### src/rtl/alarm_clock_core.sv
// alarm_clock_core: 24h clock with edit FSM, N armable alarms and a ring/snooze controller.
// Latency: pulse inputs act on the next clk edge; outputs are registers or decodes of registers.
// Backpressure: none; every pulse input is consumed on the cycle it is high.
//
// Ports:
//   clk, clr          single clock, synchronous active-high reset
//   en                timekeeping run enable (prescaler held at 0 while low)
//   mode, inc, zero   edit pulses: advance edit state, increment field, clear seconds
//   fmt12             12-hour display select (registered before use)
//   alm_sel, alm_en   alarm being edited, per-alarm arm bits
//   snooze, ack       ring controller pulses
//   hour/min/sec      current time; disp_hour/pm display decode
//   state             edit state; ringing/ring_id/sound ring status
//   edit_hour/min     time of the alarm selected on the previous cycle
module alarm_clock_core #(
  parameter int TICK_DIV   = 100000000,
  parameter int N_ALARMS   = 4,
  parameter int RING_SEC   = 60,
  parameter int SNOOZE_MIN = 5,
  localparam int SEL_W     = (N_ALARMS > 1) ? $clog2(N_ALARMS) : 1
) (
  input  logic                clk,
  input  logic                clr,
  input  logic                en,
  input  logic                mode,
  input  logic                inc,
  input  logic                zero,
  input  logic                fmt12,
  input  logic [SEL_W-1:0]    alm_sel,
  input  logic [N_ALARMS-1:0] alm_en,
  input  logic                snooze,
  input  logic                ack,
  output logic [4:0]          hour,
  output logic [5:0]          min,
  output logic [5:0]          sec,
  output logic [4:0]          disp_hour,
  output logic                pm,
  output logic [2:0]          state,
  output logic                ringing,
  output logic [2:0]          ring_id,
  output logic                sound,
  output logic [4:0]          edit_hour,
  output logic [5:0]          edit_min
);

  localparam int PW        = $clog2(TICK_DIV);
  localparam int SNZ_TICKS = SNOOZE_MIN * 60;
  localparam int RW        = (RING_SEC < 1) ? 1 : $clog2(RING_SEC + 1);
  localparam int SW        = (SNZ_TICKS < 1) ? 1 : $clog2(SNZ_TICKS + 1);

  localparam logic [PW-1:0] PRESC_MAX  = PW'(TICK_DIV - 1);
  localparam logic [PW-1:0] PRESC_HALF = PW'(TICK_DIV / 2);
  localparam logic [RW-1:0] RING_LOAD  = RW'(RING_SEC);
  localparam logic [SW-1:0] SNZ_LOAD   = SW'(SNZ_TICKS);

  typedef struct packed {
    logic [4:0] hour;
    logic [5:0] min;
  } alm_t;

  typedef enum logic [2:0] {
    E_RUN   = 3'd0,
    E_HOUR  = 3'd1,
    E_MIN   = 3'd2,
    E_SEC   = 3'd3,
    E_AHOUR = 3'd4,
    E_AMIN  = 3'd5
  } estate_t;

  typedef enum logic [1:0] {
    R_IDLE    = 2'd0,
    R_RING    = 2'd1,
    R_SNOOZED = 2'd2
  } rstate_t;

  logic [PW-1:0]    presc;
  logic             tick;
  estate_t          est, est_nx;
  rstate_t          ring_st, ring_st_nx;
  logic [RW-1:0]    ring_cnt, ring_cnt_nx;
  logic [SW-1:0]    snz_cnt, snz_cnt_nx;
  logic [2:0]       ring_id_nx;
  alm_t             alarms [N_ALARMS];
  logic [SEL_W-1:0] sel_q;
  logic             fmt12_q;

  logic             run_st;
  logic             time_tick;
  logic             roll;
  logic             sec_wrap, min_wrap;
  logic [5:0]       sec_tk, min_tk;
  logic [4:0]       hour_tk;
  logic             hit;
  logic [2:0]       hit_id;
  logic             match;

  // zero suppresses a coincident tick entirely, so neither time nor ring counters see it
  assign tick      = en && !zero && (presc == PRESC_MAX);
  assign run_st    = (est == E_RUN) || (est == E_AHOUR) || (est == E_AMIN);
  assign time_tick = tick && run_st;

  // Time after one running tick, with full carry chain
  always_comb begin
    sec_wrap = (sec == 6'd59);
    min_wrap = (min == 6'd59);
    sec_tk   = sec_wrap ? 6'd0 : sec + 6'd1;
    min_tk   = sec_wrap ? (min_wrap ? 6'd0 : min + 6'd1) : min;
    hour_tk  = (sec_wrap && min_wrap) ? ((hour == 5'd23) ? 5'd0 : hour + 5'd1) : hour;
  end

  assign roll = time_tick && sec_wrap;

  // Descending scan so the lowest matching index is the last one written
  always_comb begin
    hit    = 1'b0;
    hit_id = 3'd0;
    for (int k = N_ALARMS - 1; k >= 0; k--) begin
      if (alm_en[k] && (alarms[k].hour == hour_tk) && (alarms[k].min == min_tk)) begin
        hit    = 1'b1;
        hit_id = 3'(k);
      end
    end
  end

  assign match = roll && hit;

  // Edit state next-state
  always_comb begin
    est_nx = est;
    if (mode) begin
      case (est)
        E_RUN:   est_nx = E_HOUR;
        E_HOUR:  est_nx = E_MIN;
        E_MIN:   est_nx = E_SEC;
        E_SEC:   est_nx = E_AHOUR;
        E_AHOUR: est_nx = E_AMIN;
        default: est_nx = E_RUN;
      endcase
    end
  end

  // Ring controller next-state; ack has priority over snooze and over counter expiry
  always_comb begin
    ring_st_nx  = ring_st;
    ring_cnt_nx = ring_cnt;
    snz_cnt_nx  = snz_cnt;
    ring_id_nx  = ring_id;
    case (ring_st)
      R_IDLE: begin
        if (match) begin
          ring_st_nx  = R_RING;
          ring_cnt_nx = RING_LOAD;
          ring_id_nx  = hit_id;
        end
      end
      R_RING: begin
        if (ack) begin
          ring_st_nx = R_IDLE;
        end else if (snooze) begin
          ring_st_nx = R_SNOOZED;
          snz_cnt_nx = SNZ_LOAD;
        end else if (tick) begin
          if (ring_cnt <= RW'(1)) begin
            ring_cnt_nx = '0;
            ring_st_nx  = R_IDLE;
          end else begin
            ring_cnt_nx = ring_cnt - RW'(1);
          end
        end
      end
      R_SNOOZED: begin
        if (ack) begin
          ring_st_nx = R_IDLE;
        end else if (tick) begin
          if (snz_cnt <= SW'(1)) begin
            snz_cnt_nx  = '0;
            ring_st_nx  = R_RING;
            ring_cnt_nx = RING_LOAD;
          end else begin
            snz_cnt_nx = snz_cnt - SW'(1);
          end
        end
      end
      default: ring_st_nx = R_IDLE;
    endcase
  end

  // FSM state registers
  always_ff @(posedge clk) begin
    if (clr) begin
      est      <= E_RUN;
      ring_st  <= R_IDLE;
      ring_cnt <= '0;
      snz_cnt  <= '0;
      ring_id  <= 3'd0;
    end else begin
      est      <= est_nx;
      ring_st  <= ring_st_nx;
      ring_cnt <= ring_cnt_nx;
      snz_cnt  <= snz_cnt_nx;
      ring_id  <= ring_id_nx;
    end
  end

  // Prescaler, time and alarm storage
  always_ff @(posedge clk) begin
    // Registered so display and edit readback never see an input combinationally
    fmt12_q <= fmt12;
    sel_q   <= alm_sel;
    if (clr) begin
      presc <= '0;
      hour  <= 5'd0;
      min   <= 6'd0;
      sec   <= 6'd0;
      for (int k = 0; k < N_ALARMS; k++) begin
        alarms[k] <= '0;
      end
    end else begin
      if (zero || !en || (presc == PRESC_MAX)) begin
        presc <= '0;
      end else begin
        presc <= presc + PW'(1);
      end

      if (time_tick) begin
        sec  <= sec_tk;
        min  <= min_tk;
        hour <= hour_tk;
      end

      // Time field edits only happen in frozen states, so they never collide with time_tick
      if (inc) begin
        case (est)
          E_HOUR:  hour <= (hour == 5'd23) ? 5'd0 : hour + 5'd1;
          E_MIN:   min  <= (min == 6'd59) ? 6'd0 : min + 6'd1;
          E_SEC:   sec  <= (sec == 6'd59) ? 6'd0 : sec + 6'd1;
          default: ;
        endcase
      end

      // Out-of-range alm_sel matches no k, so the inc is dropped
      for (int k = 0; k < N_ALARMS; k++) begin
        if (inc && (alm_sel == SEL_W'(k))) begin
          if (est == E_AHOUR) begin
            alarms[k].hour <= (alarms[k].hour == 5'd23) ? 5'd0 : alarms[k].hour + 5'd1;
          end else if (est == E_AMIN) begin
            alarms[k].min <= (alarms[k].min == 6'd59) ? 6'd0 : alarms[k].min + 6'd1;
          end
        end
      end

      // Last assignment: zero overrides both tick and sec edit
      if (zero) begin
        sec <= 6'd0;
      end
    end
  end

  // Output decodes
  assign state   = est;
  assign ringing = (ring_st == R_RING);
  assign sound   = ringing && (presc < PRESC_HALF);
  assign pm      = (hour >= 5'd12);

  always_comb begin
    disp_hour = hour;
    if (fmt12_q) begin
      if (hour == 5'd0) begin
        disp_hour = 5'd12;
      end else if (hour > 5'd12) begin
        disp_hour = hour - 5'd12;
      end
    end
  end

  always_comb begin
    edit_hour = 5'd0;
    edit_min  = 6'd0;
    for (int k = 0; k < N_ALARMS; k++) begin
      if (sel_q == SEL_W'(k)) begin
        edit_hour = alarms[k].hour;
        edit_min  = alarms[k].min;
      end
    end
  end

endmodule
### config.mk
export PLATFORM = sky130hd
export DESIGN_NAME = alarm_clock_core
export DESIGN_NICKNAME = d
export VERILOG_FILES = /design/src/rtl/alarm_clock_core.sv
export SDC_FILE = /design/constraint.sdc
export NUM_CORES = 1
export LEC_CHECK = 0
export BUFFER_PORTS_ARGS = -buffer_cell sky130_fd_sc_hd__buf_2
export CORE_MARGIN = 2
export CORE_UTILIZATION = 50
export DETAILED_ROUTE_END_ITERATION = 16
export GPL_TIMING_DRIVEN = 0
export PLACE_DENSITY = 0.71
export RECOVER_POWER = 100
export SYNTH_ARGS = -nofsm -noshare
export SYNTH_HDL_FRONTEND = slang
export SYNTH_SLANG_ARGS = --single-unit
### constraint.sdc
create_clock -name clk -period 3.55 [get_ports clk]
set_input_delay 0.5325 -clock clk [delete_from_list [all_inputs] [get_ports clk]]
set_output_delay 0.5325 -clock clk [all_outputs]
set_load 0.02 [all_outputs]
==> impl_metrics.ini, run 1 <==
[cells_and_area]
nFillCells = 1493
syn2layout_area_growth_pct = 17.8
layout.cells.non_filler = 1275
drive_above_1_share_pct = 15.7
antenna_cells = 0
finalNetCount = 1081

[clock_network]
numCtsBuffers = 17
htree_levels = 4
cts.sinks = 113
clockRootBuffer = clkbuf_16
cts_tree = done
clkTransAtPathRegs_ps = 60
clkLatencyLatePin_ps = 430
cts_buffer_depth = 2

[floorplanning]
die_area_um2 = 17100
start_util_pct = 50.9
io_pins = 57
core_area_um2 = 15800
die_h_um = 131
fp.dieW_um = 131
rows = 46

[global_route]
grtUsageMet1_pct = 38.7
antenna_found_initial = 0
grt_pass1_wl_mm = 37.2
grt_pass1_vias = 7001
grt.busiest_layer = met2
grt_start_max_net_pins = 17
met3_usage_pct = 5.54
met2_usage_pct = 44.4
gr-usage-all-layers_pct = 28.5
grt_overflow = 0

[logic_synthesis]
synth_fp_nets = 999
synth_top_area_share_pct = 17.2
yosysTopAreaCell = dfxtp_1
synth.yosys.warnings = 0
synth_flop_cell = dfxtp_1
yosysMostFrequentCell = nor2_1
yosys-top-cells-count = nor2_1, nand2_1, dfxtp_1, nand3_1, xnor2_1
seq_area_frac_synth_pct = 33.7
syn_avg_cell_area_um2 = 8.32
ys_seq_elements = 113
synth_area_um2 = 8020
synthArstFlopShare_pct = 0
synthCells = 964
ys_types = 86
synth_area_leaders = dfxtp_1, edfxtp_1, nor2_1, xnor2_1, xor2_1
synth_edf_count = 44

[critical_path]
worstPathMaxFanout = 10
cp.required_ps = 3870
rr_startpoint = hour[3]$_SDFF_PP0_
cp-startpoint = hour[3]$_SDFF_PP0_
crit_type = reg -> reg
cp_data_arrival_time_ps = 3870
cp-end-kind = flop
start_kind = flop

[place]
port_buffers = 55
dp_hpwl_mm = 17.7
dp.cells = 1235
place_congestion = 0.976

[power]
power_density_nw_per_um2 = 367
total_power_mw = 3.47
vdd_drop_max_mv = 0.321
leakage_nw = 3.41

[detailed_routing]
postRouteAntennaNets = 0
firstDrtPassIters = 8
finalWirelength_mm = 24.4
drc_errors = 0
vias_per_cell = 6.27
via_count = 7999
initialDrtViolationCount = 783
wire_per_inst_um = 19.1

[worst_hold_path]
min-delay-start = fmt12
min_path_type = in -> reg

[sta]
hold_violations = 0
final_max_slew_viol_count = 0
period_share_pct = 99.9
fmax_ghz = 0.282
slew-limit-headroom_pct = 27.1
worst_pin_slew_ps = 1080
clock_skew_ps = 9.10
holdWs_ps = 204
setup_viol = 0
fin_crit_ps = 3550

[run_status]
status = completed

[run]
drv_cap = 0
critical path: stages, from the launching register on:
cell	delay [ps]
dfxtp_4	410
buf_8	170
clkinvlp_4	120
ha_2	200
and3_2	220
buf_4	190
nor3_4	280
a32oi_4	180
o2bb2ai_1	160
or4_4	450
nor4_4	370
nor4_4	120
o21a_2	260
mux2_4	300
metal layers:
layer | share of wire [%] | vias to the layer above
met5 | 0 | -
met4 | 4.1 | 0
met1 | 42 | 3782
li1 | - | 3691
met3 | 8.9 | 98
met2 | 45 | 428
cell type report:
type                            instances  area [µm²]  share of cell area, %
Sequential cell                       113        2710                   28.7
Inverter                               33         134                   1.42
Buffer                                 51         259                   2.74
Clock buffer                           18         450                   4.77
Tap cell                              216         270                   2.86
Multi-Input combinational cell        763        5140                   54.3
Clock inverter                         14         138                   1.46
Timing Repair Buffer                   67         352                   3.72
power breakdown:
group          internal [mW]  switching, mW  total [mW]
clock                  0.973          0.743        1.72
sequential              1.37         0.0401        1.41
combinational          0.126          0.219       0.345
total                   2.47           1.00        3.47
kinds of logic after synthesis:
kind of cell / count (synthesis) / share of synthesized area, %
simple gates: 439 / 27.3
compound gates: 188 / 16.5
flops: 113 / 33.7
xor+xnor: 93 / 10.2
buf+inv: 88 / 4.54
mux: 22 / 4.59
fa+ha+maj: 20 / 3.12
other cells: 1 / 0.0467
flip-flops by register name, summed over array words and instances, names as in the netlist, 3 cells and up:
| name | cells |
|---|---|
| alarms | 44 |
| presc | 27 |
| snz_cnt | 9 |
| min | 6 |
| ring_cnt | 6 |
| sec | 6 |
| hour | 5 |
| state | 3 |
cells in the final DEF, fill, tap and decap left out, types with 25 or more instances in the layout:
master,n
nand2_1,79
dfxtp_1,63
a21oi_1,35
inv_1,30
nand3_1,56
xor2_1,38
xnor2_1,54
nor2_1,144
edfxtp_1,44
o21ai_0,34
buf_2,51
nor3_1,25
clkbuf_1,38
final timing paths:
| path | slack (ps) | endpoint | cells after the start |
|---|---|---|---|
| worst max-delay path | 3 | ring_cnt[0]$_SDFFE_PP0P_ | 13 |
| worst min-delay path | 200 | fmt12_q$_DFF_P_ | 1 |
| worst max register to register | 3 | ring_cnt[0]$_SDFFE_PP0P_ | 13 |
| worst min register to register | 470 | presc[0]$_SDFF_PP0_ | 1 |
what timing repair did:
item / CTS / global route
resized for setup: 23 / 44
pin swaps: 5 / 8
hold buffers: 0 / 0
setup endpoints to repair: 14 / 14
setup buffers: 5 / 7
stage by stage:
stage	TNS [ps]	utilization (%)	area [µm²]	setup WS, ps
after CTS	0	58.9	9290	11.7
after global routing	-93.9	59.9	9450	-35.7
after detailed placement	-5330	54.3	8570	-825
final	0	59.9	9450	3.24
after floorplan	0	-	8020	19.0
after global placement	-5350	54.3	8570	-841
Power figures use the tool's default switching activity.
==> run 2, diff against run 1 <==
--- a/config.mk
+++ b/config.mk
@@ -12,6 +12,7 @@
 export GPL_TIMING_DRIVEN = 0
 export PLACE_DENSITY = 0.71
 export RECOVER_POWER = 100
+export SETUP_SLACK_MARGIN = 0.4
 export SYNTH_ARGS = -nofsm -noshare
 export SYNTH_HDL_FRONTEND = slang
 export SYNTH_SLANG_ARGS = --single-unit
==> impl_metrics.ini, run 2 (synthesized netlist as in run 1, its figures left out) <==
[detailed_routing]
drc_errors = 0
vias_per_cell = 6.17
via_count = 8053
wire_per_inst_um = 18.9
firstDrtPassIters = 7
initialDrtViolationCount = 734
postRouteAntennaNets = 0
finalWirelength_mm = 24.6

[critical_path]
r2r-end = ring_cnt[0]$_SDFFE_PP0P_
cp.required_ps = 3850
rrSetupSlack_ps = 120
cp_data_arrival_time_ps = 3730
path_cells = nand2_4, nor4_4, buf_4, mux2i_1, or4_1, or4_4, nor4_4, nor4_4, o21a_2, mux2_4
slowest_stage = or4_1
worstPathMaxFanout = 9
reg2regPathDepth = 10
start_kind = flop
cp_slowest_stage_delay_ps = 560
critical_path.most_common_cell = nor4_4
crit_type = reg -> reg
rr_startpoint = sec[4]$_SDFF_PP0_
cp-end-kind = flop

[sta]
fin_crit_ps = 3430
final_max_slew_viol_count = 0
rsz0062_at_grt = yes
fmax_ghz = 0.292
hold_violations = 0
period_share_pct = 96.6
worst_pin_slew_ps = 1050
holdWs_ps = 224
setup_viol = 0
slew-limit-headroom_pct = 29.1
clock_skew_ps = 6.71

[clock_network]
cts_tree = done
cts.sinks = 113
cts_buffer_depth = 2
clkLatencyLatePin_ps = 420
clockRootBuffer = clkbuf_16
htree_levels = 4
clkTransAtPathRegs_ps = 50
numCtsBuffers = 17
ctsHoldBuffers = 0

[cells_and_area]
final_common_cell = nor2_1
antenna_cells = 0
syn2layout_area_growth_pct = 24.0
largest_registers = alarms (44), presc (27), snz_cnt (9)
drive_above_1_share_pct = 17.6
fin_util_pct = 63.1
layout.cells.non_filler = 1305
largest_reg_flops = 44
max_flop_register = alarms
mostFrequentLayoutCells = nor2_1, nand2_1, clkbuf_1
finalNetCount = 1113

[worst_hold_path]
min_path_type = in -> reg
holdPathEnd = fmt12_q$_DFF_P_
min-delay-start = fmt12
min_path_cells = 1

[run]
drv_cap = 0

[place]
place_congestion = 0.964
dp.cells = 1235
dp_hpwl_mm = 17.3
port_buffers = 55

[run_status]
status = completed

[power]
comb_power_share_pct = 10.1
power.switching_mw = 0.838
p_int_mw = 2.66
pwr-share-seq_pct = 40.2
power_density_nw_per_um2 = 352
vdd_drop_max_mv = 0.304
power_frac_clock_pct = 49.6
sw_frac_of_total_pct = 23.9
leakage_nw = 3.58

[global_route]
grt_pass1_wl_mm = 37.9
grt_start_max_net_pins = 17
gr-usage-all-layers_pct = 28.5
grt_pass1_vias = 7492
antenna_found_initial = 0
grt_overflow = 0

[floorplanning]
fp.dieW_um = 131
die_h_um = 131
core_area_um2 = 15800
start_util_pct = 50.9
die_area_um2 = 17100
io_pins = 57
rows = 46
-- run 2: stage by stage --
stage	cell area (µm²)	total power [mW]	setup TNS (ps)	setup slack [ps]
after global routing	9950	3.60	0	78.0
after global placement	8620	1.76	-1630	-421
after floorplan	8070	1.65	0	422
after CTS	9680	3.51	0	224
final	9950	3.50	0	122
after detailed placement	8620	1.76	-1490	-400
-- run 2: worst max path at each step --
stage	from	depth (start not counted)	endpoint
after floorplan	hour[3]$_SDFF_PP0_	13	ring_cnt[0]$_SDFFE_PP0P_
after global placement	hour[3]$_SDFF_PP0_	13	ring_cnt[0]$_SDFFE_PP0P_
after detailed placement	hour[3]$_SDFF_PP0_	13	ring_cnt[0]$_SDFFE_PP0P_
after CTS	min[1]$_SDFF_PP0_	11	ring_cnt[0]$_SDFFE_PP0P_
after global routing	hour[1]$_SDFF_PP0_	10	ring_cnt[5]$_SDFFE_PP0P_
final	sec[4]$_SDFF_PP0_	10	ring_cnt[0]$_SDFFE_PP0P_
-- run 2: area by class of cell --
class	count	area (µm²)
Buffer	55	353
Clock buffer	26	532
Clock inverter	4	70.1
Fill cell	1387	5820
Inverter	33	131
Multi-Input combinational cell	763	5320
Sequential cell	113	2730
Tap cell	216	270
Timing Repair Buffer	95	544
-- run 2: power by group through the flow --
stage / Sequential (mW) / Combinational (mW) / Clock (mW)
2_1_floorplan: 1.43 / 0.226 / 0
3_3_place_gp: 1.43 / 0.323 / 0
3_5_place_dp: 1.43 / 0.325 / 0
4_1_cts: 1.41 / 0.339 / 1.76
5_1_grt: 1.41 / 0.384 / 1.81
6_report: 1.41 / 0.355 / 1.74
-- run 2: timing repair --
action	CTS	global route
endpoints found under the setup margin	32	22
setup buffers	21	18
hold endpoints to repair	0	0
pin swaps	21	23
gates cloned	0	1
resized for setup	76	55
-- run 2: metal layers --
| metal | GRT usage [%] | vias to the layer above | wire (µm) |
|---|---|---|---|
| met2 | 44.6 | 412 | 11100 |
| met5 | 0 | - | 0 |
| met3 | 6.19 | 103 | 2040 |
| li1 | - | 3774 | - |
| met4 | 16.1 | 0 | 1250 |
| met1 | 36.7 | 3764 | 10200 |
-- run 2: worst max-delay path: cells and delay by family (launching register included) --
kind	cells	cell delay (ps)
flops	1	510
simple gates	6	1980
mux	2	370
compound gates	1	260
buf+inv	1	180
